$ cat src/rtl/hamming74_encoder_tx.sv
// Hamming(7,4) encoder with input FIFO, optional single-bit error injection and
// serial transmit, position 1 first. The loaded codeword is also held on code_out.
module hamming74_encoder_tx #(
  parameter int FIFO_DEPTH = 4,
  parameter int CNT_W      = 3
) (
  input  logic             clk,
  input  logic             rst_n,
  input  logic             in_valid,
  output logic             in_ready,
  input  logic [0:3]       in_data,
  input  logic [2:0]       inj_pos,
  output logic             ser_out,
  output logic             ser_valid,
  output logic             ser_sof,
  output logic [0:6]       code_out,
  output logic [CNT_W-1:0] level
);

  localparam int PTR_W = $clog2(FIFO_DEPTH);

  typedef enum logic {IDLE, SHIFT} state_t;

  state_t           state_q, state_d;
  logic [2:0]       bcnt_q, bcnt_d;
  logic [0:6]       sh_q, sh_d;
  logic [0:6]       code_q, code_d;
  logic [CNT_W-1:0] level_q, level_d;
  logic [PTR_W-1:0] wr_ptr_q, wr_ptr_d;
  logic [PTR_W-1:0] rd_ptr_q, rd_ptr_d;

  // Each entry is {d1..d4, inj_pos}; d1 sits in the MSB.
  logic [6:0] mem_q [FIFO_DEPTH];

  logic       full;
  logic       push;
  logic       pop;
  logic [6:0] rd_entry;
  logic [0:3] pop_data;
  logic [2:0] pop_inj;
  logic [0:6] clean_code;
  logic [0:6] inj_mask;
  logic [0:6] enc_code;

  assign full     = (level_q == CNT_W'(FIFO_DEPTH));
  assign in_ready = !full;
  assign push     = in_valid && !full;
  assign pop      = (level_q != '0) && ((state_q == IDLE) || (bcnt_q == 3'd6));

  assign rd_entry = mem_q[rd_ptr_q];
  assign pop_data = rd_entry[6:3];
  assign pop_inj  = rd_entry[2:0];

  // Layout p1 p2 d1 p4 d2 d3 d4.
  assign clean_code = {pop_data[0] ^ pop_data[1] ^ pop_data[3],
                       pop_data[0] ^ pop_data[2] ^ pop_data[3],
                       pop_data[0],
                       pop_data[1] ^ pop_data[2] ^ pop_data[3],
                       pop_data[1],
                       pop_data[2],
                       pop_data[3]};

  genvar gi;
  generate
    for (gi = 0; gi < 7; gi++) begin : g_inj
      assign inj_mask[gi] = (pop_inj == 3'(gi + 1));
    end
  endgenerate

  assign enc_code = clean_code ^ inj_mask;

  always_comb begin
    state_d  = state_q;
    bcnt_d   = bcnt_q;
    sh_d     = sh_q;
    code_d   = code_q;
    wr_ptr_d = wr_ptr_q;
    rd_ptr_d = rd_ptr_q;
    level_d  = level_q + CNT_W'(push) - CNT_W'(pop);

    if (push) wr_ptr_d = wr_ptr_q + 1'b1;
    if (pop)  rd_ptr_d = rd_ptr_q + 1'b1;

    case (state_q)
      IDLE: begin
        if (pop) begin
          state_d = SHIFT;
          bcnt_d  = 3'd0;
          sh_d    = enc_code;
          code_d  = enc_code;
        end
      end
      SHIFT: begin
        if (bcnt_q != 3'd6) begin
          sh_d   = {sh_q[1:6], 1'b0};
          bcnt_d = bcnt_q + 3'd1;
        end else if (pop) begin
          bcnt_d = 3'd0;
          sh_d   = enc_code;
          code_d = enc_code;
        end else begin
          state_d = IDLE;
          bcnt_d  = 3'd0;
        end
      end
      default: begin
        state_d = IDLE;
        bcnt_d  = 3'd0;
      end
    endcase
  end

  always_ff @(posedge clk or negedge rst_n) begin
    if (!rst_n) begin
      state_q  <= IDLE;
      bcnt_q   <= 3'd0;
      sh_q     <= '0;
      code_q   <= '0;
      level_q  <= '0;
      wr_ptr_q <= '0;
      rd_ptr_q <= '0;
    end else begin
      state_q  <= state_d;
      bcnt_q   <= bcnt_d;
      sh_q     <= sh_d;
      code_q   <= code_d;
      level_q  <= level_d;
      wr_ptr_q <= wr_ptr_d;
      rd_ptr_q <= rd_ptr_d;
    end
  end

  // Storage needs no reset: occupancy is tracked by the pointers and level.
  always_ff @(posedge clk) begin
    if (push) mem_q[wr_ptr_q] <= {in_data, inj_pos};
  end

  assign ser_valid = (state_q == SHIFT);
  assign ser_sof   = ser_valid && (bcnt_q == 3'd0);
  assign ser_out   = ser_valid && sh_q[0];
  assign code_out  = code_q;
  assign level     = level_q;

endmodule

$ cat config.mk
export PLATFORM = sky130hd
export DESIGN_NAME = hamming74_encoder_tx
export DESIGN_NICKNAME = d
export VERILOG_FILES = /design/src/rtl/hamming74_encoder_tx.sv
export SDC_FILE = /design/constraint.sdc
export NUM_CORES = 1
export LEC_CHECK = 0
export CORE_UTILIZATION = 56
export DETAILED_ROUTE_END_ITERATION = 8
export GPL_TIMING_DRIVEN = 1
export PLACE_DENSITY = 0.86
export SLEW_MARGIN = 20
export SYNTH_ARGS = -nofsm -noshare
export SYNTH_HDL_FRONTEND = slang
export SYNTH_SLANG_ARGS = --single-unit
export TNS_END_PERCENT = 5
$ cat constraint.sdc
create_clock -name clk -period 2.5 [get_ports clk]
set_input_delay 0.625 -clock clk [delete_from_list [all_inputs] [get_ports clk]]
set_output_delay 0.625 -clock clk [all_outputs]
set_load 0.03 [all_outputs]
==> impl_results.md <==
* DP HPWL at ~2800 um
* Final ANT Viol Nets at 0
* Core area at between 0.004 and 0.005 mm^2
* Post-Synth Adder-Cell Area at 0.0403
* Synth Area in Simple Gates at 0.107
* Router iterations before antenna repair at 4
* Synth warn at 0
* Worst Setup End Kind: output port
* Largest net degree at the start of global routing at 26
* Lkg Pwr at between 0.001 and 0.0015 uW
* CTS Buffer Depth at 2
* Setup WS pre-CTS at -0.0867 ns
* Mapped Area at 0.00236 mm^2
* DRT iter0 DRCs at between 100 and 150
* Max-cap viol count at 0
* Largest family of logic cells by synthesized area: simple AND/OR/NAND/NOR gates
* Sequential share of the synthesized area at 0.621
* Crit start category: flop
* Die ar. at between 0.004 and 0.005 mm^2
* Number of synthesized flops with an enable pin at 28
* Synth top area share at 0.356
* Via density at around 5.6
* Largest cells by area after synthesis: edfxtp_1 (36%), dfrtp_1 (26%), mux4_1 (5.6%)
* Compound-Gate Fraction of Synth Area at 0.0445
* Final hold vios at 0
* Syn Area/Cell at 14.0 um^2
* Final instance area at 0.00276 mm^2
* Fin crit period at ~2.4 ns
* Netlist cell types at 33
* Vias in the first global route at 1,324
* Placer Congestion at 0.779
* GRT Overall Usage at 0.195
* Post-synthesis xor/xnor area fraction at 0.0731
* Critical path arrival at around 1.8 ns
* Worst-path clk slew at 0.09 ns
* Drt wl/cell at ~16 um
* Synth Net Count at between 150 and 200
* Root buf cell: clkbuf_8
* Post-Route WL at between 3000 and 4000 um
* Post-CTS Hold Buffers at 0
* RSZ-0062 raised after global routing: no
* Slew Viols, Final at 0
* Crit Path Max Fanout at 9
* Sum Neg Setup Slack at 0 ns
* Synth top cells by count: edfxtp_1 (28), dfrtp_1 (25), nand2_1 (20), o21ai_0 (13), xnor2_1 (10)
* Synth Instances at ~170
* Worst slew pin tran at roughly 0.47 ns
* I/O pins at 24
* Worst relative slew slack at 0.688
* I/O Buffers at 23
* Vias at around 1,400
* CTS tree: done
* Clock sinks at between 50 and 60
* P per Cell Area at around 1300 mW/mm^2
* Final setup vio count at 0
* Row cnt at 23
* Fin crit share at 0.948
* Initial antenna violation count at 0
* Area leader, netlist: edfxtp_1
* Gr ovfl total at 0
* Setup bufs post-CTS at 0
* Crit Path Category: flop to output port
* Die Span Y at ~67 um
* Status: complete, no violations
* Dpl cells at between 200 and 250
* Min Hold Slack at ~0.5 ns
* CTS Buf Count at 5
* Starting Density at 0.586
* VDD IR max at just over 0.6 mV
* R2r setup slk at about 0.23 ns
* # DRC at 0
* Synthesis-to-finish area growth at 16.9%
* Non-filler cells, final at roughly 250
* Nets at roughly 210
* First-pass GRT wire length at 6120 um
* FF+latch count, synth at 53
* Clk Latency, worst-skew pair at 0.30 ns
* Post-cts sizing count at 0
* Cell with the most instances after synthesis: edfxtp_1
* Final setup margin at 0.130 ns
* Clock Skew at approximately 0.0064 ns
* Primary FF master, synth: edfxtp_1
* Fmax at roughly 420 MHz
* Crit path required time at about 1.9 ns
* Multiplexer share of the synthesized area at 0.0890
* Dpl cell area at ~0.0027 mm^2
* Asr flop ratio synth at 0.472
* Die width at 66.9 um
* Layout cells sized above 1 at 0.0808
* H-tree depth at 2
* ANT cells at 0
* Min-delay worst type: flop to flop
[kinds of logic (layout without fill, tap and decap cells)]
family | after synthesis | after routing
fa+ha+maj | 7 | 7
compound gates | 19 | 19
buf+inv | 13 | 42
simple gates | 52 | 52
mux | 10 | 10
xor+xnor | 15 | 15
flops | 53 | 53
[flip-flops by register name, indices dropped and copies added (netlist names)]
signal     cells
mem_q         28
code_out       7
sh_q           7
bcnt_q         3
level          3
rd_ptr_q       2
wr_ptr_q       2
ser_valid      1
[worst paths after layout]
path | startpoint | to | cells after the start
worst max-delay path | ser_valid$_DFF_PN0_ | ser_sof | 3
worst min-delay path | sh_q[1]$_DFF_PN0_ | sh_q[0]$_DFF_PN0_ | 2
worst max register to register | bcnt_q[1]$_DFFE_PN0P_ | level[2]$_DFF_PN0_ | 9
worst min register to register | sh_q[1]$_DFF_PN0_ | sh_q[0]$_DFF_PN0_ | 2
max in group asynchronous | rst_n | code_out[4]$_DFFE_PN0P_ | 2
min in group asynchronous | rst_n | sh_q[0]$_DFF_PN0_ | 2
[per-stage QoR]
stage,total power (uW),util
2_1_floorplan,2610,-
3_3_place_gp,2970,0.659
3_5_place_dp,3090,0.659
4_1_cts,3650,0.685
5_1_grt,3840,0.685
6_report,3630,0.685
[placed cells by master (no fill, tap or decap), types with 4 or more instances in the layout]
cell type / netlist / layout
nand2_1: 20 / 20
dfrtp_1: 25 / 25
nor2_1: 8 / 8
o21ai_0: 13 / 13
clkbuf_8: 0 / 5
buf_4: 0 / 5
mux4_1: 5 / 5
xnor2_1: 10 / 10
ha_1: 6 / 6
and3_1: 4 / 4
nand3_1: 7 / 7
clkdlybuf4s50_1: 0 / 23
inv_1: 6 / 6
edfxtp_1: 28 / 28
[worst max-delay path, stage by stage, from the launching register on]
cell,delay [ns]
dfrtp_1,0.47
nand2b_1,0.14
nor3_1,0.14
clkdlybuf4s50_1,0.69
[report_power, final]
part	switching (uW)	leakage [uW]	internal [uW]
registers	207	0.000561	1200
clock network	256	0.0000528	296
logic	868	0.000496	805
total	1330	0.00111	2300
[metal layers]
metal  vias up  track usage  routed length, um
met4         0       0.0824                 95
met1       689        0.229               1560
met3        10       0.0479                167
met5         -            0                  0
li1        658            -                  -
met2        43        0.337               2110
[final cells by class]
cell class,instances,area [um^2]
Timing Repair Buffer,28,268
Sequential cell,53,1470
Inverter,6,22.5
Fill cell,273,1270
Multi-Input combinational cell,103,835
Tap cell,50,62.6
Clock inverter,2,33.8
Clock buffer,6,72.6
Power figures use the tool's default switching activity.
